==> src/rtl/usb_txn_sched.sv <==
// Host-side sequencer for a single USB OUT or IN transaction.
// Emits token / DATA0 / ACK packets toward the encoder, waits for the
// device reply, retries on NAK, timeout or bad CRC, and reports a status.
module usb_txn_sched #(
  parameter int MAX_RETRY = 8,    // 1..15
  parameter int TIMEOUT   = 255   // 1..255
) (
  input  logic        clk,
  input  logic        rst_b,
  input  logic        txn_start,
  input  logic        txn_is_in,
  input  logic [6:0]  txn_addr,
  input  logic [3:0]  txn_endp,
  input  logic [63:0] txn_data,
  output logic        txn_busy,
  output logic        txn_done,
  output logic [1:0]  txn_status,
  output logic [63:0] txn_rdata,
  output logic [98:0] pkt,
  output logic        pkt_avail,
  input  logic        pkt_sent,
  input  logic        rx_valid,
  input  logic [3:0]  rx_pid,
  input  logic        rx_crc_ok,
  input  logic [63:0] rx_data
);

  localparam logic [3:0] PID_OUT   = 4'h1;
  localparam logic [3:0] PID_IN    = 4'h9;
  localparam logic [3:0] PID_DATA0 = 4'h3;
  localparam logic [3:0] PID_ACK   = 4'h2;
  localparam logic [3:0] PID_STALL = 4'hE;

  localparam logic [1:0] ST_OK    = 2'b00;
  localparam logic [1:0] ST_FAIL  = 2'b01;
  localparam logic [1:0] ST_STALL = 2'b10;

  localparam logic [3:0] MAX_RETRY_C = 4'(MAX_RETRY);
  localparam logic [7:0] TIMEOUT_C   = 8'(TIMEOUT);

  typedef enum logic [2:0] {
    S_IDLE, S_TOKEN, S_DATA, S_RXWAIT, S_ACKTX, S_RETRY, S_DONE
  } state_t;

  state_t       r_state;
  logic         r_is_in;
  logic [6:0]   r_addr;
  logic [3:0]   r_endp;
  logic [63:0]  r_data;
  logic [3:0]   r_retry;
  logic [7:0]   r_timer;
  logic         r_busy;
  logic         r_done;
  logic [1:0]   r_status;
  logic [63:0]  r_rdata;
  logic [98:0]  r_pkt;
  logic         r_pkt_avail;

  logic [98:0]  w_start_pkt;
  logic [98:0]  w_token_pkt;
  logic [98:0]  w_data_pkt;
  logic [98:0]  w_ack_pkt;
  logic [3:0]   w_retry_inc;
  logic [7:0]   w_timer_inc;

  // SYNC byte, then the PID with its complement check nibble, then the body.
  function automatic logic [98:0] f_pkt(input logic [3:0] pid, input logic [82:0] body);
    return {8'h01, ~pid, pid, body};
  endfunction

  // The start token is built from the live inputs because the latches are
  // only written on the same edge that launches it.
  assign w_start_pkt = f_pkt(txn_is_in ? PID_IN : PID_OUT, {txn_addr, txn_endp, 72'd0});
  assign w_token_pkt = f_pkt(r_is_in ? PID_IN : PID_OUT, {r_addr, r_endp, 72'd0});
  assign w_data_pkt  = f_pkt(PID_DATA0, {r_data, 19'd0});
  assign w_ack_pkt   = f_pkt(PID_ACK, 83'd0);

  // Both counters saturate instead of wrapping.
  assign w_retry_inc = (r_retry == 4'hF) ? r_retry : r_retry + 4'd1;
  assign w_timer_inc = (r_timer == 8'hFF) ? r_timer : r_timer + 8'd1;

  assign txn_busy   = r_busy;
  assign txn_done   = r_done;
  assign txn_status = r_status;
  assign txn_rdata  = r_rdata;
  assign pkt        = r_pkt;
  assign pkt_avail  = r_pkt_avail;

  // Transaction FSM with all outputs registered.
  always_ff @(posedge clk) begin
    if (!rst_b) begin
      r_state     <= S_IDLE;
      r_is_in     <= 1'b0;
      r_addr      <= '0;
      r_endp      <= '0;
      r_data      <= '0;
      r_retry     <= '0;
      r_timer     <= '0;
      r_busy      <= 1'b0;
      r_done      <= 1'b0;
      r_status    <= ST_OK;
      r_rdata     <= '0;
      r_pkt       <= '0;
      r_pkt_avail <= 1'b0;
    end else begin
      r_done <= 1'b0;
      case (r_state)
        S_IDLE: begin
          r_retry <= '0;
          if (txn_start) begin
            r_is_in     <= txn_is_in;
            r_addr      <= txn_addr;
            r_endp      <= txn_endp;
            r_data      <= txn_data;
            r_busy      <= 1'b1;
            r_pkt       <= w_start_pkt;
            r_pkt_avail <= 1'b1;
            r_state     <= S_TOKEN;
          end
        end
        S_TOKEN: begin
          if (pkt_sent) begin
            if (r_is_in) begin
              r_pkt_avail <= 1'b0;
              r_timer     <= '0;
              r_state     <= S_RXWAIT;
            end else begin
              r_pkt   <= w_data_pkt;
              r_state <= S_DATA;
            end
          end
        end
        S_DATA: begin
          if (pkt_sent) begin
            r_pkt_avail <= 1'b0;
            r_timer     <= '0;
            r_state     <= S_RXWAIT;
          end
        end
        S_RXWAIT: begin
          // A reply arriving on the timeout cycle still counts as a reply.
          if (rx_valid) begin
            if (rx_crc_ok && rx_pid == PID_STALL) begin
              r_busy   <= 1'b0;
              r_done   <= 1'b1;
              r_status <= ST_STALL;
              r_state  <= S_DONE;
            end else if (rx_crc_ok && !r_is_in && rx_pid == PID_ACK) begin
              r_busy   <= 1'b0;
              r_done   <= 1'b1;
              r_status <= ST_OK;
              r_state  <= S_DONE;
            end else if (rx_crc_ok && r_is_in && rx_pid == PID_DATA0) begin
              r_rdata     <= rx_data;
              r_pkt       <= w_ack_pkt;
              r_pkt_avail <= 1'b1;
              r_state     <= S_ACKTX;
            end else begin
              r_state <= S_RETRY;
            end
          end else if (r_timer == TIMEOUT_C) begin
            r_state <= S_RETRY;
          end else begin
            r_timer <= w_timer_inc;
          end
        end
        S_ACKTX: begin
          if (pkt_sent) begin
            r_pkt_avail <= 1'b0;
            r_busy      <= 1'b0;
            r_done      <= 1'b1;
            r_status    <= ST_OK;
            r_state     <= S_DONE;
          end
        end
        S_RETRY: begin
          r_retry <= w_retry_inc;
          if (w_retry_inc == MAX_RETRY_C) begin
            r_busy   <= 1'b0;
            r_done   <= 1'b1;
            r_status <= ST_FAIL;
            r_state  <= S_DONE;
          end else begin
            r_pkt       <= w_token_pkt;
            r_pkt_avail <= 1'b1;
            r_state     <= S_TOKEN;
          end
        end
        S_DONE: begin
          r_retry <= '0;
          r_state <= S_IDLE;
        end
        default: r_state <= S_IDLE;
      endcase
    end
  end

endmodule

==> config.mk <==
export PLATFORM = sky130hd
export DESIGN_NAME = usb_txn_sched
export DESIGN_NICKNAME = d
export VERILOG_FILES = /design/src/rtl/usb_txn_sched.sv
export SDC_FILE = /design/constraint.sdc
export NUM_CORES = 1
export LEC_CHECK = 0
export ABC_AREA = 1
export CAP_MARGIN = 20
export CORE_ASPECT_RATIO = 0.75
export CORE_MARGIN = 2
export CORE_UTILIZATION = 51
export CTS_BUF_LIST = sky130_fd_sc_hd__clkbuf_8
export CTS_CLUSTER_SIZE = 30
export DETAILED_ROUTE_END_ITERATION = 16
export GPL_ROUTABILITY_DRIVEN = 0
export PLACE_DENSITY = 0.88
export REMOVE_ABC_BUFFERS = 1
export SKIP_LAST_GASP = 1
export SLEW_MARGIN = 30
export SYNTH_ARGS = -nofsm -noshare
export SYNTH_HDL_FRONTEND = slang
export SYNTH_SLANG_ARGS = --single-unit
==> constraint.sdc <==
create_clock -name clk -period 3.7 [get_ports clk]
set_clock_uncertainty 0.2 [all_clocks]
set_input_delay 0.74 -clock clk [delete_from_list [all_inputs] [get_ports clk]]
set_output_delay 0.74 -clock clk [all_outputs]
set_load 0.03 [all_outputs]
==> metrics <==
run status finished, final reports clean; Rows 43; clock root buffer clkbuf_8; initial antenna violation count 0; Peak supply drop between 0.5 and 0.6 mV; WP data required 3900 ps; Worst-Margin Slew between 600 and 700 ps; core area 18500 µm²; Post-Route WL between 20000 and 30000 µm; post-CTS setup buffers 0; Pre-antenna DRT Iters 5; Hold EP r_addr[1]$_SDFFE_PN0P_; total grt overflow 0; Critical R2R Launch r_retry[1]$_SDFFE_PN0P_; share of cells above drive strength 1 approximately 6%; PortBufs 290; number of global-route vias before repair between 9000 and 10000; Total Power 10.3 mW; global-route wire length before repair approximately 43000 µm; hold path depth 2; RSZ-0062 raised after global routing false; crit path kind reg -> reg; Final nets 1766; CTS tree done; CP dominant cell by count nand2_1; initial core utilization 52.0%; total track usage a little over a quarter; via count between 9000 and 10000; WHS ~250 ps; Critical Path End Type flip-flop; reg2reg end pkt[31]$_SDFFE_PN0P_; fin util a little under three quarters; post-cts sizing count 0; Static Leakage roughly 5.7 nW; crit start category flip-flop; Finished Cell Area around 13000 µm²; Pwr Density ~800 nW/µm²; synthesized area roughly 9600 µm²; Post-DP Area 12500 µm²; DR vias/cell approximately 5.1; Crit Path Max Fanout between 40 and 50; synthesized flop and latch total around 230; Post-synth EDFFs 0; post-DP HPWL 17900 µm; cell count after synthesis approximately 1400; Top Ports around 320; Max Slew Vio Count 0; DRT iter0 DRCs ~810; DIE HEIGHT between 100 and 150 µm; Max clock buf depth 3; htree depth 2; Max Cap Violations 0; Slew Limit Headroom 57.7%; largest net degree at the start of global routing 93; minimum clock period 2770 ps; Inserted Diodes 0; highest clock rate between 300 and 400 MHz; cell family with most CP delay simple AND/OR/NAND/NOR gates; number of remaining DRC errors 0; max incr delay on CP ~450 ps; WL/cell 14.5 µm; post-synthesis sequential area ratio between 40 and 50%; Post-DRT Antenna Nets 0; final worst-path cycle share roughly three quarters; slowest cell on the critical path nand2_4; CTS Sinks between 200 and 250; Die W ~160 µm; Netlist cell types 29; final hold vios 0; CP Cell Sequence ha_1 -> nand3_1 -> nand2_1 -> nand2_1 -> nor2_1 -> nand3_2 -> nand2_2 -> inv_2 -> nand2_4 -> nand2_1 -> nand2_1 -> nor2_1; asr flop ratio synth 0%; main flop type after synthesis dfxtp_1; clock latency on the worst-skew pair around 520 ps; Buffers & Inverters on Critical Path 1; CTS buffer count 37; final setup vio count 0; Avg Inst Size Synth 7.09 µm²; Worst-path clk slew 60 ps; cts hold-fix bufs 0; P&R area growth vs syn 37.7%; Min-Delay Path Class reg -> reg; Reg2Reg Setup Slack around 930 ps; Ys Warns 0; Hold Crit Start r_addr[1]$_SDFFE_PN0P_; worst reg-to-reg path cell count 12; die area between 15000 and 20000 µm²; Worst Path Arrival approximately 3000 ps
[placed cells by master (no fill, tap or decap)]
cell type / instances
nand2_1: 338
clkdlybuf4s50_1: 288
nor2_1: 260
dfxtp_1: 231
a21oi_1: 100
inv_1: 94
o21ai_0: 92
nand3_1: 71
clkbuf_8: 47
conb_1: 27
buf_4: 14
o221ai_1: 11
o21bai_1: 11
inv_2: 10
nand4_1: 7
nor2_4: 5
clkinv_2: 5
nor3_1: 4
xor2_1: 4
buf_12: 4
nand2_2: 3
nor2_2: 2
nand2_4: 2
ha_1: 2
a211oi_1: 1
or2_2: 1
nand3_2: 1
nand3b_4: 1
a22oi_1: 1
clkinvlp_4: 1
buf_2: 1
[worst reg2reg max path: cells and delay by family (launching register included)]
family,cells,cell delay [ps]
flip-flops,1,420
AND/OR/NAND/NOR,10,1630
buffers and inverters,1,80
adder cells (fa/ha/maj),1,310
[metal layers]
layer,track usage [%],wire [µm]
met2,43.4,12700
met5,0,0
met1,33.7,11600
met3,7.67,2280
met4,9.73,737
[power breakdown]
group          internal [mW]  total [mW]  switching (mW)
registers               3.09        3.41           0.322
clock network           1.14        2.13           0.996
logic                   1.70        4.80            3.09
[flip-flops by register name, summed over array words and instances (netlist names)]
signal,count
pkt,71
pkt_avail,1
r_addr,7
r_data,64
r_endp,4
r_is_in,1
r_retry,4
r_state,3
r_timer,8
txn_busy,1
txn_done,1
txn_rdata,64
txn_status,2
[how the worst max path moves through the flow]
stage / from / endpoint / cells after the start
2_1_floorplan: r_state[0]$_SDFFE_PN0P_ / r_addr[0]$_SDFFE_PN0P_ / 6
3_3_place_gp: rx_pid[1] / pkt[48]$_SDFFE_PN0P_ / 11
3_5_place_dp: rx_pid[1] / pkt[52]$_SDFFE_PN0P_ / 11
4_1_cts: r_retry[1]$_SDFFE_PN0P_ / pkt[31]$_SDFFE_PN0P_ / 12
5_1_grt: r_retry[0]$_SDFFE_PN0P_ / pkt[31]$_SDFFE_PN0P_ / 12
6_report: r_retry[1]$_SDFFE_PN0P_ / pkt[31]$_SDFFE_PN0P_ / 12
[metrics by stage]
stage	instances	TNS, ps	setup WS [ps]
4_1_cts	1886	0	1020
3_3_place_gp	1822	0	769
2_1_floorplan	1268	-3060	-133
6_report	1886	0	933
5_1_grt	1886	0	757
3_5_place_dp	1822	0	689
[cell families (layout without fill, tap and decap cells)]
kind of cell | Yosys count | after routing | share of synthesized area [%]
and+or+nand+nor | 695 | 695 | 29.1
DFF | 231 | 231 | 48.2
xor gates and xnor gates | 4 | 4 | 0.365
other | 1 | 27 | 0.0391
buffers and inverters | 204 | 464 | 9.94
AOI/OAI and AO/OA | 216 | 216 | 12.0
adders and majority gates | 2 | 2 | 0.261
[layout make-up]
class                           instances  area (µm²)
Multi-Input combinational cell        944        4130
Sequential cell                       231        4620
Fill cell                            1420        5250
Clock inverter                         17        72.6
Timing Repair Buffer                  307        3070
Clock buffer                           47         647
Tap cell                              247         309
Inverter                               93         350
[synth_stat cells (all sizes together) (2+ instances only)]
cell type,count,area [µm²]
ha,2,25.0
buf,63,424
a21oi,100,500
clkbuf,48,180
nor3,4,20.0
o21bai,11,82.6
nor2,267,1030
nand4,7,43.8
inv,93,349
nand3,72,365
o221ai,11,96.3
o21ai,92,460
nand2,343,1300
xor2,4,35.0
dfxtp,231,4620
Note: power is estimated with default switching activity, not from simulation.
==> patch: new RTL, same flow settings <==
Register the output `pkt_avail` once more, without a reset; this adds one clock of latency there. The other outputs are not delayed to match.
--- a/src/rtl/usb_txn_sched.sv
+++ b/src/rtl/usb_txn_sched.sv
@@ -86,3 +86,5 @@
   assign pkt        = r_pkt;
-  assign pkt_avail  = r_pkt_avail;
+  always_ff @(posedge clk) begin
+    pkt_avail <= r_pkt_avail;
+  end
 
Function: not settled (the Yosys comparison gave no result); the edit may change what the design does.
==> patch against the unedited design <==
- first-iteration DRC count down 15%
- synthesized area increased by 0.21%
- sequential cell count is 1 higher
- count of clock-buffer cells in the layout fell by 1
- die area is 0.20% higher
- setup slack got worse by 0.10 ns
- cell area increased by 0.12%
- wire length decreased by 1.1%
- total power barely moved
- highest routed layer unchanged
==> patch: results (changes against the unedited design) <==
stage;metric;value;unit;change
global_route;grt_pass1_vias;9024;;was 9015
global_route;track_usage;26.6;%;about the same
routing;drtPass1Iterations;7;;was 5
final_layout;layout.nets;1765;;was 1766
worst_setup_path;reg2reg_depth;10;;was 12
synthesis;synth_xor_area_share;0.365;%;about the same
min_path;worstHoldPathType;reg2reg;;unchanged
final_layout;diodes;0;;unchanged
timing;worst_slew_pin_slew;0.775;ns;was 0.634 ns
global_route;grt_pass1_wl;43400;microns;was 43200 microns
synthesis;yosys_warnings;0;;unchanged
synthesis;yosys-top-cells-area;dfxtp_1, nand2_1, nor2_1;;unchanged
place;port_buffers;290;;unchanged
synthesis;synthArstFlopShare;0;%;unchanged
synthesis;synthTopCellsByCount;nand2_1, nor2_1, dfxtp_1;;unchanged
global_route;grt_max_degree;86;;was 93
routing;drt_iter0_drc;689;;was 809
place;dp_hpwl;17700;microns;was 17900 microns
clock_tree;post-cts-setup-buffers;0;;unchanged
synthesis;synth_top_area_share;48.3;%;was 48.2%
clock_tree;clkSlewWorstSetupHoldPaths;0.07;ns;
pwr;p_sw_share;42.5;%;was 42.6%
synthesis;seq_area_frac_synth;48.3;%;was 48.2%
worst_setup_path;critPathArrivalTime;3.05;ns;was 2.97 ns
clock_tree;cts.hold.buffers_added;0;;unchanged
routing;wirelength;27000;microns;was 27300 microns
worst_setup_path;cp_max_fo;85;;was 46
final_layout;drive_gt1_share;5.74;%;was 5.92%
synthesis;ys.flop_type;dfxtp_1;;unchanged
run_status;status;completed;;unchanged
pwr;peakVddDrop;0.624;mV;was 0.545 mV
min_path;hold_depth;0;;was 2
synthesis;synth_adder_area_share;0.260;%;was 0.261%
clock_tree;clock_latency;0.52;ns;about the same
synthesis;synth_compound_area_share;12.0;%;about the same
timing;finalSetupViolCount;0;;unchanged
worst_setup_path;critPathTopFamily;simple AND/OR/NAND/NOR gates;;unchanged
pwr;p_leak;5.70;nW;was 5.69 nW
routing;drcViolationCount;0;;unchanged
final_layout;largest_reg_flops;71;;unchanged
clock_tree;h-tree-depth;2;;unchanged
final_layout;fillCellCount;1449;;was 1420
clock_tree;clock_path_buffers;3;;unchanged
synthesis;ys_types;29;;unchanged
synthesis;synth.most_common_cell;nand2_1;;unchanged
synthesis;synth_mux_area_share;0;%;unchanged
clock_tree;ctsResizeCount;0;;unchanged
worst_setup_path;crit_path_max_incr_delay;0.59;ns;was 0.45 ns
routing;routed_via_density;5.05;;was 5.07
worst_setup_path;slowest_stage;dfxtp_1;;was nand2_4
## patch: cell count changes after synthesis
cell	delta
dfxtp_1	+1
## patch: path summary, 6_finish.rpt
kind / endpoint / from / slack (ns)
worst min-delay path: pkt_avail / r_pkt_avail / 0.16
worst min register to register: pkt_avail / r_pkt_avail / 0.16
worst max-delay path: pkt[62] / r_state[2] / 0.83
worst max register to register: pkt[62] / r_state[2] / 0.83
## patch: layout make-up
| class | instances | share of cell area, % |
|---|---|---|
| Clock inverter | 17 | 0.738 |
| Clock buffer | 46 | 4.79 |
| Timing Repair Buffer | 305 | 23.1 |
| Sequential cell | 232 | 35.1 |
| Tap cell | 247 | 2.34 |
| Inverter | 93 | 2.65 |
| Multi-Input combinational cell | 944 | 31.2 |
## patch: through the flow
step / worst slack (ns) / instance area [sq um] / std cells / util [%] / total power [mW]
floorplan: -0.133 / 9100 / 1269 / - / 6.42
finish: 0.829 / 13200 / 1884 / 71.6 / 10.3
global route: 0.621 / 13200 / 1884 / 71.6 / 11.1
CTS: 0.893 / 13200 / 1884 / 71.6 / 10.4
detailed placement: 0.722 / 12500 / 1821 / 67.7 / 8.18
global placement: 0.843 / 12500 / 1821 / 67.7 / 8.04
## patch: power by group through the flow
stage	sequential (mW)	combinational, mW	clock [mW]
2_1_floorplan	4.19	2.23	0
3_3_place_gp	3.46	4.59	0
3_5_place_dp	3.47	4.70	0
6_report	3.44	4.74	2.17
5_1_grt	3.50	5.24	2.33
4_1_cts	3.43	4.74	2.21
## patch: routing by layer
layer	wire, microns	GRT usage (%)	vias up	part of all wire (%)
met5	0	0	-	0
met4	865	9.62	0	3.2
met3	2380	7.37	71	8.8
met2	12500	44.0	373	46
met1	11300	33.5	4341	42
li1	-	-	4728	-
